==> config.mk <==
export PLATFORM = sky130hd
export DESIGN_NAME = controle_execucao_flat
export DESIGN_NICKNAME = d
export VERILOG_FILES = /design/src/rtl/controle_execucao_pkg.sv /design/src/rtl/controle_execucao_if.sv /design/src/rtl/controle_execucao_filtro_botao.sv /design/src/rtl/controle_execucao.sv /design/src/flat_wrapper.sv
export SDC_FILE = /design/constraint.sdc
export NUM_CORES = 1
export LEC_CHECK = 0
export ABC_AREA = 1
export BUFFER_PORTS_ARGS = -buffer_cell sky130_fd_sc_hd__buf_2
export CAP_MARGIN = 5
export CORE_ASPECT_RATIO = 1.4
export CORE_MARGIN = 10
export CORE_UTILIZATION = 62
export DETAILED_ROUTE_END_ITERATION = 10
export PLACE_DENSITY_LB_ADDON = 0.3
export SLEW_MARGIN = 20
export SYNTH_ARGS = -nofsm -noshare
export SYNTH_HDL_FRONTEND = slang
export SYNTH_SLANG_ARGS = --single-unit
==> constraint.sdc <==
create_clock -name clk -period 2.42 [get_ports clk]
set_input_delay 0 -clock clk [delete_from_list [all_inputs] [get_ports clk]]
set_output_delay 0 -clock clk [all_outputs]
set_load 0.1 [all_outputs]
==> src/rtl/controle_execucao_pkg.sv <==
// Shared types and default parameters for the execution controller.
package controle_execucao_pkg;

    localparam int unsigned QW_DEF           = 16;
    localparam int unsigned QUANTUM_INIT_DEF = 1000;
    localparam int unsigned DEB_CYCLES_DEF   = 4;
    localparam int unsigned EW               = 3;

    typedef enum logic [EW-1:0] {
        INICIO     = 3'd0,
        EXECUTA    = 3'd1,
        AGUARDA_IN = 3'd2,
        RETOMA     = 3'd3,
        TROCA      = 3'd4,
        PARADO     = 3'd5
    } estado_e;

endpackage

==> src/rtl/controle_execucao_if.sv <==
// Control/status bundle between the CPU/OS side and the execution controller.
interface controle_execucao_if
    import controle_execucao_pkg::*;
#(
    parameter int unsigned QW = QW_DEF
);
    logic          botao_in;
    logic          pausa;
    logic          halt_instr;
    logic          quantum_en;
    logic          quantum_load;
    logic [QW-1:0] quantum_valor;
    logic          troca_ack;
    logic          cpu_enable;
    logic          status;
    logic          in_valido;
    logic          troca_req;
    logic [EW-1:0] estado;

    modport master (
        output botao_in, pausa, halt_instr, quantum_en, quantum_load, quantum_valor, troca_ack,
        input  cpu_enable, status, in_valido, troca_req, estado
    );

    modport slave (
        input  botao_in, pausa, halt_instr, quantum_en, quantum_load, quantum_valor, troca_ack,
        output cpu_enable, status, in_valido, troca_req, estado
    );
endinterface

==> src/rtl/controle_execucao_filtro_botao.sv <==
// Button conditioner: 2-flop synchroniser, consecutive-sample debounce, press pulse.
module filtro_botao
    import controle_execucao_pkg::*;
#(
    parameter int unsigned DEB_CYCLES = DEB_CYCLES_DEF
) (
    input  logic clk,
    input  logic rst_n,
    input  logic i_botao,
    output logic o_pulso
);
    localparam int unsigned CW = $clog2(DEB_CYCLES + 1);

    logic          r_sync1;
    logic          r_sync2;
    logic          r_estavel;
    logic          r_pulso;
    logic [CW-1:0] r_cnt;

    // Count samples differing from the accepted level; accept after DEB_CYCLES in a row
    always_ff @(posedge clk or negedge rst_n) begin
        if (!rst_n) begin
            r_sync1   <= 1'b0;
            r_sync2   <= 1'b0;
            r_estavel <= 1'b0;
            r_pulso   <= 1'b0;
            r_cnt     <= '0;
        end else begin
            r_sync1 <= i_botao;
            r_sync2 <= r_sync1;
            r_pulso <= 1'b0;
            if (r_sync2 == r_estavel) begin
                r_cnt <= '0;
            end else if (r_cnt == CW'(DEB_CYCLES - 1)) begin
                r_estavel <= r_sync2;
                r_cnt     <= '0;
                r_pulso   <= r_sync2;
            end else begin
                r_cnt <= r_cnt + CW'(1);
            end
        end
    end

    assign o_pulso = r_pulso;

endmodule

==> src/rtl/controle_execucao.sv <==
// Execution controller: run/stall sequencing for IN pause, HALT and quantum preemption.
module controle_execucao
    import controle_execucao_pkg::*;
#(
    parameter int unsigned QW           = QW_DEF,
    parameter int unsigned QUANTUM_INIT = QUANTUM_INIT_DEF,
    parameter int unsigned DEB_CYCLES   = DEB_CYCLES_DEF
) (
    input  logic                clk,
    input  logic                rst_n,
    controle_execucao_if.slave  bus
);
    estado_e       r_estado;
    estado_e       w_prox;
    logic [QW-1:0] r_cnt;
    logic [QW-1:0] r_recarga;
    logic [QW-1:0] w_cnt_prox;
    logic          w_pulso;
    logic          w_decrementa;
    logic          w_expira;
    logic          w_cpu_en;
    logic          w_status;
    logic          w_in_valido;
    logic          w_troca_req;
    logic          r_cpu_en;
    logic          r_status;
    logic          r_in_valido;
    logic          r_troca_req;

    filtro_botao #(.DEB_CYCLES(DEB_CYCLES)) u_filtro (
        .clk     (clk),
        .rst_n   (rst_n),
        .i_botao (bus.botao_in),
        .o_pulso (w_pulso)
    );

    // Quantum bookkeeping; a load overrides decrement and reload but not the expiry decision
    always_comb begin
        w_decrementa = (r_estado == EXECUTA) && bus.quantum_en && (r_cnt != '0);
        w_expira     = w_decrementa && (r_cnt == QW'(1));
        w_cnt_prox   = r_cnt;
        if (w_decrementa) begin
            w_cnt_prox = r_cnt - QW'(1);
        end
        if ((r_estado == TROCA) && bus.troca_ack) begin
            w_cnt_prox = r_recarga;
        end
        if (bus.quantum_load) begin
            w_cnt_prox = bus.quantum_valor;
        end
    end

    // Next state and next-state output decode
    always_comb begin
        w_prox = r_estado;
        case (r_estado)
            INICIO:     w_prox = EXECUTA;
            EXECUTA: begin
                if (bus.halt_instr)  w_prox = PARADO;
                else if (bus.pausa)  w_prox = AGUARDA_IN;
                else if (w_expira)   w_prox = TROCA;
            end
            AGUARDA_IN: if (w_pulso)       w_prox = RETOMA;
            RETOMA:     w_prox = EXECUTA;
            TROCA:      if (bus.troca_ack) w_prox = EXECUTA;
            PARADO:     if (w_pulso)       w_prox = RETOMA;
            default:    w_prox = INICIO;
        endcase
        w_cpu_en    = (w_prox == EXECUTA) || (w_prox == RETOMA);
        w_status    = (w_prox == AGUARDA_IN) || (w_prox == PARADO);
        w_in_valido = (w_prox == RETOMA);
        w_troca_req = (w_prox == TROCA);
    end

    always_ff @(posedge clk or negedge rst_n) begin
        if (!rst_n) begin
            r_estado    <= INICIO;
            r_cnt       <= QW'(QUANTUM_INIT);
            r_recarga   <= QW'(QUANTUM_INIT);
            r_cpu_en    <= 1'b0;
            r_status    <= 1'b0;
            r_in_valido <= 1'b0;
            r_troca_req <= 1'b0;
        end else begin
            r_estado    <= w_prox;
            r_cnt       <= w_cnt_prox;
            if (bus.quantum_load) begin
                r_recarga <= bus.quantum_valor;
            end
            r_cpu_en    <= w_cpu_en;
            r_status    <= w_status;
            r_in_valido <= w_in_valido;
            r_troca_req <= w_troca_req;
        end
    end

    assign bus.cpu_enable = r_cpu_en;
    assign bus.status     = r_status;
    assign bus.in_valido  = r_in_valido;
    assign bus.troca_req  = r_troca_req;
    assign bus.estado     = r_estado;

endmodule

==> src/flat_wrapper.sv <==
// flat-port wrapper written by rule: the top's interface ports become plain ports
module controle_execucao_flat import controle_execucao_pkg::*;
#(
    parameter int unsigned QW           = QW_DEF,
    parameter int unsigned QUANTUM_INIT = QUANTUM_INIT_DEF,
    parameter int unsigned DEB_CYCLES   = DEB_CYCLES_DEF
)
  (clk, rst_n, bus_botao_in, bus_pausa, bus_halt_instr, bus_quantum_en, bus_quantum_load, bus_quantum_valor, bus_troca_ack, bus_cpu_enable, bus_status, bus_in_valido, bus_troca_req, bus_estado);
  controle_execucao_if #(.QW(QW)) bus_i ();
  input  logic clk;
  input  logic rst_n;
  input wire logic [$bits(bus_i.botao_in)-1:0] bus_botao_in;
  input wire logic [$bits(bus_i.pausa)-1:0] bus_pausa;
  input wire logic [$bits(bus_i.halt_instr)-1:0] bus_halt_instr;
  input wire logic [$bits(bus_i.quantum_en)-1:0] bus_quantum_en;
  input wire logic [$bits(bus_i.quantum_load)-1:0] bus_quantum_load;
  input wire logic [$bits(bus_i.quantum_valor)-1:0] bus_quantum_valor;
  input wire logic [$bits(bus_i.troca_ack)-1:0] bus_troca_ack;
  output wire logic [$bits(bus_i.cpu_enable)-1:0] bus_cpu_enable;
  output wire logic [$bits(bus_i.status)-1:0] bus_status;
  output wire logic [$bits(bus_i.in_valido)-1:0] bus_in_valido;
  output wire logic [$bits(bus_i.troca_req)-1:0] bus_troca_req;
  output wire logic [$bits(bus_i.estado)-1:0] bus_estado;
  assign bus_i.botao_in = bus_botao_in;
  assign bus_i.pausa = bus_pausa;
  assign bus_i.halt_instr = bus_halt_instr;
  assign bus_i.quantum_en = bus_quantum_en;
  assign bus_i.quantum_load = bus_quantum_load;
  assign bus_i.quantum_valor = bus_quantum_valor;
  assign bus_i.troca_ack = bus_troca_ack;
  assign bus_cpu_enable = bus_i.cpu_enable;
  assign bus_status = bus_i.status;
  assign bus_in_valido = bus_i.in_valido;
  assign bus_troca_req = bus_i.troca_req;
  assign bus_estado = bus_i.estado;
  controle_execucao #(.QW(QW), .QUANTUM_INIT(QUANTUM_INIT), .DEB_CYCLES(DEB_CYCLES)) u_core (.clk(clk), .rst_n(rst_n), .bus(bus_i));
endmodule
* Word level (Yosys, flattened, before mapping)
Index checks and enable logic that the tools add are counted.
** Storage, ports and cells
- Input bits :: 24
- Logic and storage cells :: 53
- Flip-flop bits (word level) :: 46
** Cells by class
- Reduce and logical (&&, ||, !) cells :: 12
- Muxes and demuxes :: 13
- Bitwise operators :: 1
- Add/sub/neg operators :: 2
- Equality and inequality tests :: 13
** Operator list (count)
- 2-to-1 mux 16 bit :: 3
- 2-to-1 mux 3 bit :: 7
- equality test 16 x 1 -> 1 bit, second input constant :: 1
- nonzero test 16 bit :: 1
- subtractor 16 x 1 -> 16 bit, second input constant :: 1
- equality test 3 x 2 -> 1 bit, second input constant :: 5
- equality test 3 bit, second input constant :: 4
- one-hot mux 3 bit (4 select lines) :: 1
- equality test 3 x 1 -> 1 bit, second input constant :: 2
- logical AND 1 bit :: 4
- OR reduction 2 bit :: 2
- adder 3 x 1 -> 3 bit, second input constant :: 1
- logical NOT 3 bit :: 1
- nonzero test 3 bit :: 1
- logical OR 1 bit :: 2
- 2-to-1 mux 1 bit :: 2
- AND reduction 2 bit :: 1
- equality test 1 bit :: 1
- inverter 1 bit :: 1

* Depth between registers and ports, before layout
Gate-level depths: netlist (run 1).
- Depth after elaboration :: 10
- Mapped depth :: 13
- Gate-level depth less buffers :: 13

* Cells and area by module
A second synthesis (run 1) with hierarchy kept.
** Unflattened totals
- Cells, all modules :: 322
- Area total of the unflattened synthesis :: 2469.9 um^2
** Modules (own cells, without submodules)
- controle_execucao :: cells an instance 295, area an instance 2204.6 um^2, sequential area each 991.0 um^2, times used 1
- filtro_botao :: cells an instance 27, area an instance 265.3 um^2, sequential area each 175.2 um^2, times used 1

* Least setup slack after synthesis (run 1)
Ideal clock, no wire load.
- Kind :: register to register
- From :: reg u_core.r_estado[2], in the netlist u_core.bus.estado[2]
- To :: reg u_core.r_cnt[15]
- Arrival time :: 1884 ps
- Stages on the path, launching flop included :: 9
- Setup slack :: 414 ps
- Clock period less this slack :: 2006 ps
- Path buffers :: 1
- Cells stage by stage :: dfrtp_1 -> nand4_1 -> nand2_1 -> inv_2 -> nand2_2 -> buf_6 -> clkinv_2 -> a21oi_1 -> a21oi_2
** On the way
- Longest elaborated chain between the ends :: 4
- Elaborated cells on any way between the ends :: 8
- Classes of those cells :: 2 x eq/ne; 2 x mux; 4 x reduce/logical
** Ends and longest elaborated chain
- from (decl) :: line controle_execucao.sv:13 : estado_e r_estado;
- from (signal assigned) :: line controle_execucao.sv:85 : r_estado <= w_prox;
- equality test 3 bit or equality test 3 x 1 -> 1 bit (tied branches) :: line controle_execucao.sv:45, controle_execucao.sv:39
- logical AND 1 bit (on tied branches) :: line controle_execucao.sv:45, controle_execucao.sv:39
- 2-to-1 mux 16 bit or logical AND 1 bit (tied branches) :: line controle_execucao.sv:45, controle_execucao.sv:39
- 2-to-1 mux 16 bit or nonzero test 3 bit (tied branches)
- to (signal assigned) :: line controle_execucao.sv:78 : r_cnt <= QW'(QUANTUM_INIT);
- to (signal assigned) :: line controle_execucao.sv:86 : r_cnt <= w_cnt_prox;
- to (decl) :: line controle_execucao.sv:15 : logic [QW-1:0] r_cnt;
Several ways; a longest one is shown, not always the timed one.
A chain may end at the register's enable or synchronous reset.

* Final worst setup path (run 1)
- From :: reg u_core.r_cnt[0]
- To :: reg u_core.r_cnt[15]
** On the way
- Longest elaborated chain between the ends :: 4
- Elaborated cells on any way between the ends :: 7
- Classes of those cells :: 1 x add/sub; 3 x mux; 3 x reduce/logical
** Ends and longest elaborated chain
- subtractor 16 x 1 -> 16 bit :: line controle_execucao.sv:43 : w_cnt_prox = r_cnt - QW'(1);
- 2-to-1 mux 16 bit :: line controle_execucao.sv:42 : if (w_decrementa) begin
- 2-to-1 mux 16 bit :: line controle_execucao.sv:45 : if ((r_estado == TROCA) && bus.troca_ack) begin
- 2-to-1 mux 16 bit :: line controle_execucao.sv:48 : if (bus.quantum_load) begin
Several ways; a longest one is shown, not always the timed one. The select of a mux whose other input is x is not followed.

==> results of run 1 <==
==> synthesized netlist by cell type <==
library cell               count  area share (%)
sky130_fd_sc_hd__nand2_1      79              12
sky130_fd_sc_hd__nor2_1       36             5.5
sky130_fd_sc_hd__dfrtp_1      34              35
sky130_fd_sc_hd__o21ai_0      31             6.3
sky130_fd_sc_hd__inv_1        29             4.4
sky130_fd_sc_hd__a31oi_1      16             4.1
sky130_fd_sc_hd__dfstp_2      12              13
sky130_fd_sc_hd__nand2_2       8             2.0
sky130_fd_sc_hd__buf_2         5             1.0
sky130_fd_sc_hd__inv_2         5            0.76
sky130_fd_sc_hd__nand3_1       5             1.0
sky130_fd_sc_hd__nor2_4        5             2.3
sky130_fd_sc_hd__nor3_1        5             1.0
sky130_fd_sc_hd__nor2_2        4             1.0
sky130_fd_sc_hd__a21oi_1       3            0.61
sky130_fd_sc_hd__clkbuf_1      3            0.46
sky130_fd_sc_hd__ha_1          3             1.5
sky130_fd_sc_hd__o21ai_1       3            0.61
sky130_fd_sc_hd__xor2_1        3             1.1
sky130_fd_sc_hd__a21oi_2       2            0.71
sky130_fd_sc_hd__nand3b_1      2            0.61
sky130_fd_sc_hd__nand4_1       2            0.51
sky130_fd_sc_hd__xnor2_1       2            0.71
sky130_fd_sc_hd__a21oi_4       1            0.66
sky130_fd_sc_hd__a22o_1        1            0.36
sky130_fd_sc_hd__a22oi_2       1            0.51
sky130_fd_sc_hd__a32o_1        1            0.41
sky130_fd_sc_hd__buf_6         1            0.46
sky130_fd_sc_hd__clkinv_1      1            0.15
sky130_fd_sc_hd__clkinv_2      1            0.20
sky130_fd_sc_hd__nand2_4       1            0.46
sky130_fd_sc_hd__nand4_2       1            0.51
sky130_fd_sc_hd__o211ai_1      1            0.31
sky130_fd_sc_hd__o31ai_1       1            0.31
==> routing by layer <==
layer  up-vias  wire length, µm  track usage, %  share of wire (%)
li1       1086                -               -                  -
met1      1011             2200            18.3                 40
met2        49             2910            32.6                 53
met3        10              243            3.78                4.4
met4         0              114            7.30                2.1
met5         -                0               0                  0
==> sequential cells by signal, summed over array words and instances (netlist names) <==
| name | flops |
|---|---|
| u_core.bus.estado | 3 |
| u_core.bus.cpu_enable | 1 |
| u_core.u_filtro.r_sync2 | 1 |
| u_core.r_cnt | 16 |
| u_core.u_filtro.r_estavel | 1 |
| u_core.bus.troca_req | 1 |
| u_core.bus.status | 1 |
| u_core.u_filtro.o_pulso | 1 |
| u_core.bus.in_valido | 1 |
| u_core.u_filtro.r_cnt | 3 |
| u_core.r_recarga | 16 |
| u_core.u_filtro.r_sync1 | 1 |
==> through the flow <==
step	area, µm²	instances
3_3_place_gp	2640	375
4_1_cts	2960	401
2_1_floorplan	2460	308
5_1_grt	2960	401
6_report	2960	401
3_5_place_dp	2640	375
==> worst min path at each step <==
stage | from | to | slack [ns] | cells past startpoint
2_1_floorplan | rst_n | u_core.bus.cpu_enable$_DFF_PN0_ | -0.30 | 0
3_3_place_gp | bus_botao_in | u_core.u_filtro.r_sync1$_DFF_PN0_ | 0.11 | 1
3_5_place_dp | bus_botao_in | u_core.u_filtro.r_sync1$_DFF_PN0_ | 0.11 | 1
4_1_cts | bus_troca_ack | u_core.bus.estado[2]$_DFF_PN0_ | 0.06 | 4
5_1_grt | bus_halt_instr | u_core.bus.estado[0]$_DFF_PN0_ | 0.10 | 5
6_report | bus_troca_ack | u_core.bus.estado[2]$_DFF_PN0_ | 0.06 | 4
==> worst max-delay path, stage by stage, from the launching register on <==
cell	delay [ns]
sky130_fd_sc_hd__dfrtp_1	0.38
sky130_fd_sc_hd__inv_1	0.08
sky130_fd_sc_hd__ha_1	0.25
sky130_fd_sc_hd__nand2_4	0.11
sky130_fd_sc_hd__nor2_4	0.05
sky130_fd_sc_hd__nand2_1	0.05
sky130_fd_sc_hd__nand2_1	0.05
sky130_fd_sc_hd__nand2_2	0.43
sky130_fd_sc_hd__clkinv_2	0.19
sky130_fd_sc_hd__a21oi_1	0.19
sky130_fd_sc_hd__a21oi_2	0.07
==> layout make-up <==
type,count,area [µm²],area share (%)
multi-input cells,217,1110,37.5
inverters,36,136,4.60
repair buffers,51,353,11.9
well taps,43,53.8,1.82
clock inverters,2,60.1,2.03
clock buffers,6,82.6,2.79
flip-flops and latches,46,1170,39.4
==> cell families (layout without fill, tap and decap cells) <==
group | count (synthesis) | in the layout | synth area share [%]
buffers and inverters | 45 | 95 | 7.47
AND/OR/NAND/NOR | 148 | 148 | 27.0
AO/OA/AOI/OAI | 61 | 61 | 14.8
flip-flops | 46 | 46 | 47.4
XOR/XNOR | 5 | 5 | 1.78
adder cells (fa/ha/maj) | 3 | 3 | 1.53
==> placed cells by master (no fill, tap or decap) <==
cell type	count
sky130_fd_sc_hd__nand4_2	1
sky130_fd_sc_hd__inv_1	29
sky130_fd_sc_hd__nor2_4	5
sky130_fd_sc_hd__ha_1	3
sky130_fd_sc_hd__xnor2_1	2
sky130_fd_sc_hd__a21oi_1	3
sky130_fd_sc_hd__dfstp_2	12
sky130_fd_sc_hd__clkinv_1	1
sky130_fd_sc_hd__clkbuf_8	6
sky130_fd_sc_hd__dfrtp_1	34
sky130_fd_sc_hd__o211ai_1	1
sky130_fd_sc_hd__bufinv_16	2
sky130_fd_sc_hd__nand2_2	8
sky130_fd_sc_hd__nand3_1	5
sky130_fd_sc_hd__nor3_1	5
sky130_fd_sc_hd__inv_2	5
sky130_fd_sc_hd__nand3b_1	2
sky130_fd_sc_hd__nor2_2	4
sky130_fd_sc_hd__a21oi_2	2
sky130_fd_sc_hd__clkinv_2	1
sky130_fd_sc_hd__o21ai_1	3
sky130_fd_sc_hd__a22o_1	1
sky130_fd_sc_hd__a22oi_2	1
sky130_fd_sc_hd__a32o_1	1
sky130_fd_sc_hd__buf_4	3
sky130_fd_sc_hd__nand2_1	79
sky130_fd_sc_hd__a21oi_4	1
sky130_fd_sc_hd__nand4_1	2
sky130_fd_sc_hd__a31oi_1	16
sky130_fd_sc_hd__o31ai_1	1
sky130_fd_sc_hd__nand2_4	1
sky130_fd_sc_hd__xor2_1	3
sky130_fd_sc_hd__o21ai_0	31
sky130_fd_sc_hd__dlygate4sd3_1	18
sky130_fd_sc_hd__nor2_1	36
sky130_fd_sc_hd__buf_2	30
==> where the power goes <==
part	switching, µW	internal [µW]
registers	229	1050
logic	1040	449
clock network	253	440
==> repair_timing <==
item	in CTS	in global routing
buffers inserted	0	0
hold endpoints to repair	64	0
hold buffers	18	0
==> results.yml, run 1 <==
outcome:
  outcome: "complete, no violations"
synth:
  synth_sequential_area_ratio_pct: 47.4
  avgSynthCellArea_um2: 7.99
  ys_types: 34
  syn-num-nets: 335
  synth_area_um2: 2460
  yosysWarningCount: 0
  synthesis.instances: 308
  synth-seq-cells: 46
setup_path:
  r2r_setup_slack_ns: 0.45
  worst-endpoint-arrival_ns: 2.17
  critical_path_sink_type: "flip-flop"
  cp_max_fo: 30
  cp-startpoint: "u_core.r_cnt[0]$_DFFE_PN0P_"
  worst-endpoint-required_ns: 2.61
  timing_worst_setup_path_type: "reg2reg"
  worstSetupEndpoint: "u_core.r_cnt[15]$_DFFE_PN0P_"
  worst_r2r_startpoint: "u_core.r_cnt[0]$_DFFE_PN0P_"
  timing.rr.end: "u_core.r_cnt[15]$_DFFE_PN0P_"
  timing.reg2reg.worst_path_depth: 10
  startpoint_type: "flip-flop"
clock_network:
  clock_path_buffers: 2
  cts-resized-gates: 0
  clk_pin_slew_worst_paths_ns: 0.08
  cts_tree: "yes"
  clock_sinks: 46
  htreeDepth: 2
  root_buffer: "sky130_fd_sc_hd__clkbuf_8"
  cts_buffers: 5
  clock_insertion_delay_worst_skew_ns: 0.30
route:
  totalWireLength_um: 5470
  post_drt_wl_per_cell_um: 13.6
  total_iterations_of_the_first_detailed_routing_run: 4
  vias_per_cell: 5.38
  drtAntennaViolNets: 0
  detailroute.via_count: 2156
  detail_route.drc_violations: 0
  drt-initial-drc-count: 194
timing:
  finalClockSkew_ns: 0.00260
  count_of_endpoints_failing_setup_in_the_final_report: 0
  slew_headroom_pct: 34.5
  tightestPinTransition_ns: 0.982
  timing.hold.ws_ns: 0.0576
  fin_tns_setup_ns: 0
  finalWorstPathRequiredPeriod_ns: 1.97
  report.final.hold_viol_count: 0
  drv_slew: 0
  postLayoutSetupSlackWorst_ns: 0.446
  grt_setup_unrepaired: "false"
  highest_clock_rate_ghz: 0.507
  post-route-period-util_pct: 81.6
global_route:
  globalRoute.totalOverflow: 0
  grt_usage_pct: 17.6
  grt_start_max_net_pins: 47
  grt_pass1_wl_um: 9890
  first_global_vias: 2327
  grt_antenna_before_repair: 0
die:
  floorplan.rows: 27
  core_area_um2: 3880
  i_o_pins: 31
  floorplan.initialDensity_pct: 63.3
  fp.dieW_um: 73.3
  die_height_um: 94.5
  die-area_um2: 6930
finish:
  n_antenna_cell: 0
  finalCoreUtilization_pct: 76.3
  drive_gt1_share_pct: 22.9
  nFillCells: 278
  area_growth_pct: 20.4
  finish.net_count: 384
place:
  dp_hpwl_um: 3860
  port_buffers: 30
  gp_congestion: 0.890
  place_ws_ns: 0.472
power_and_ir_drop:
  p_leak_uw: 0.00147
  worst_ir_drop_vdd_v: 0.00112
  design_power_total_uw: 3450
  p_per_area_nw_per_um2: 1170
worst_hold_path:
  timing.hold.worst.class: "in2reg"
flow_run:
  cap_violations: 0
No activity file was read; power rests on OpenSTA's default activity.
==> run 2, diff against run 1 <==
- CORE_UTILIZATION: 62 -> 52
- clock period: 2.42 -> 1.8 ns (I/O delays scaled with it)
==> run 2 against run 1 <==
  * Sequential power is 36% higher
  * Clock skew increased by 0.0052 ns
  * Global-route usage shrank 3.4 points
  * Final area is 0.63% higher
  * Critical path depth stayed put
  * Largest cell class unchanged
  * Register-to-register slack got worse by 0.31 ns
  * Flip-flop and latch count did not move
  * Die area increased by 14%
==> results.yml, run 2 (synthesis gave the netlist of run 1 again) <==
outcome:
  outcome: "complete, no violations"
timing:
  count_of_endpoints_failing_setup_in_the_final_report: 0
  highest_clock_rate_ghz: 0.600
  postLayoutSetupSlackWorst_ns: 0.132
  slew_headroom_pct: 62.2
  tightestPinTransition_ns: 0.567
  finalClockSkew_ns: 0.00776
  post-route-period-util_pct: 92.7
  report.final.hold_viol_count: 0
  fin_tns_setup_ns: 0
  finalWorstPathRequiredPeriod_ns: 1.67
  drv_slew: 0
  grt_setup_unrepaired: "false"
global_route:
  first_global_vias: 2103
  grt_start_max_net_pins: 47
  grt_pass1_wl_um: 9320
  globalRoute.totalOverflow: 0
  grt_antenna_before_repair: 0
  grt_usage_pct: 14.2
place:
  place_ws_ns: 0.0940
  gp_congestion: 0.877
  port_buffers: 30
  dp_hpwl_um: 3890
  placed_area_um2: 2700
clock_network:
  cts_buffers: 5
  root_buffer: "sky130_fd_sc_hd__clkbuf_8"
  htreeDepth: 2
  clk_pin_slew_worst_paths_ns: 0.08
  clock_path_buffers: 2
  cts_tree: "yes"
  clock_insertion_delay_worst_skew_ns: 0.30
  clock_sinks: 46
  post_cts.repair.setup_buffers: 0
setup_path:
  r2r_setup_slack_ns: 0.13
  critical-path-max-stage-delay_ns: 0.41
  startpoint_type: "flip-flop"
  timing_worst_setup_path_type: "reg2reg"
  critical_path.slowest_cell: "sky130_fd_sc_hd__dfrtp_1"
  critical-path-top-delay-family: "simple AND/OR/NAND/NOR gates"
  worst-endpoint-required_ns: 1.97
  critical_path_sink_type: "flip-flop"
  cp_common_cell: "sky130_fd_sc_hd__nand2_1"
  crit_buf_inv: 2
  worst-endpoint-arrival_ns: 1.84
  cp_max_fo: 16
  timing.critical_path.cells: "inv_2 -> ha_2 -> nand2_4 -> nor2_4 -> nand2_1 -> nand2_1 -> nand2_2 -> buf_6 -> nor2_1 -> a31oi_2"
finish:
  area_growth_pct: 21.1
  reg.largest.list: "u_core.r_cnt (16), u_core.r_recarga (16)"
  layout.cells.most_common: "sky130_fd_sc_hd__nand2_1"
  drive_gt1_share_pct: 25.1
  layout.area.seq_um2: 1170
  n_antenna_cell: 0
  final_design_area_no_fill_um2: 2980
  multi_input_area_um2: 1120
  nFillCells: 434
  layout_common_cells: "79 x sky130_fd_sc_hd__nand2_1, 36 x sky130_fd_sc_hd__nor2_1, 31 x sky130_fd_sc_hd__o21ai_0, 31 x sky130_fd_sc_hd__dfrtp_1, 30 x sky130_fd_sc_hd__buf_2"
  finish.net_count: 388
power_and_ir_drop:
  power.clock.fraction_pct: 14.6
  worst_ir_drop_vdd_v: 0.00138
  p_per_area_nw_per_um2: 1470
  p_leak_uw: 0.00146
  switching_share_pct: 46.3
  power.share.sequential_pct: 39.4
  total_switching_power_uw: 2030
  comb_power_share_pct: 46.0
  power_report.internal_total_uw: 2360
die:
  floorplan.initialDensity_pct: 53.8
  die_height_um: 101
  i_o_pins: 31
  die-area_um2: 7920
  floorplan.rows: 29
  core_area_um2: 4570
  fp.dieW_um: 78.1
route:
  drt-initial-drc-count: 86
  drtAntennaViolNets: 0
  detail_route.drc_violations: 0
  detailroute.via_count: 2115
  total_iterations_of_the_first_detailed_routing_run: 5
  totalWireLength_um: 5340
  post_drt_wl_per_cell_um: 12.6
  vias_per_cell: 4.99
flow_run:
  cap_violations: 0
worst_hold_path:
  timing.hold.worst.class: "in2reg"
[run 2: metal layers]
metal | vias up | wire length, µm | GRT usage (%)
met2 | 35 | 2730 | 24.5
met5 | - | 0 | 0
met1 | 976 | 2210 | 15.8
met3 | 7 | 313 | 4.61
met4 | 0 | 91 | 5.53
li1 | 1097 | - | -
[run 2: power groups by stage]
stage               logic, µW  registers (µW)  clock network (µW)
floorplan                1160            2140                   0
global placement         1950            1740                   0
detailed placement       1980            1750                   0
CTS                      2020            1730                 665
global route             2260            1780                 714
finish                   2020            1730                 639
[run 2: what timing repair did]
item                       in CTS  in global routing
hold endpoints to repair       64                  0
hold buffers                   18                  0
resized for setup               0                  4
setup endpoints to repair       0                 15
[run 2: per-stage QoR]
stage	total power [µW]	cells	hold WS, ns	utilization (%)
2_1_floorplan	3310	308	-0.296	-
3_3_place_gp	3680	398	0.108	59.0
3_5_place_dp	3730	398	0.112	59.0
4_1_cts	4410	424	0.0500	64.9
5_1_grt	4750	424	0.0680	65.2
6_report	4390	424	0.0577	65.2
[run 2: final cells by class]
cell class / count / share of cell area [%]
Sequential cell: 46 / 39.2
Multi-Input combinational cell: 217 / 37.6
Timing Repair Buffer: 55 / 13.0
Inverter: 36 / 4.57
Clock buffer: 7 / 2.90
Tap cell: 62 / 2.60
Clock inverter: 1 / 0.168
[run 2: path summary, 6_finish.rpt]
path / from / endpoint / cells after the start
hold reg to reg: u_core.u_filtro.r_sync1$_DFF_PN0_ / u_core.u_filtro.r_sync2$_DFF_PN0_ / 0
setup reg to reg: u_core.r_cnt[0]$_DFFE_PN0P_ / u_core.r_cnt[0]$_DFFE_PN0P_ / 10
setup / recovery: u_core.r_cnt[0]$_DFFE_PN0P_ / u_core.r_cnt[0]$_DFFE_PN0P_ / 10
max in group asynchronous: rst_n / u_core.bus.estado[2]$_DFF_PN0_ / 3
min in group asynchronous: rst_n / u_core.r_cnt[15]$_DFFE_PN0P_ / 3
hold / removal: bus_troca_ack / u_core.bus.estado[2]$_DFF_PN0_ / 4
[run 2: worst reg2reg max path: cells and delay by family, from the launching register on]
kind	cells	cell delay [ns]
fa+ha+maj	1	0.21
compound gates	1	0.05
simple gates	6	0.59
flops	1	0.41
buf+inv	2	0.28
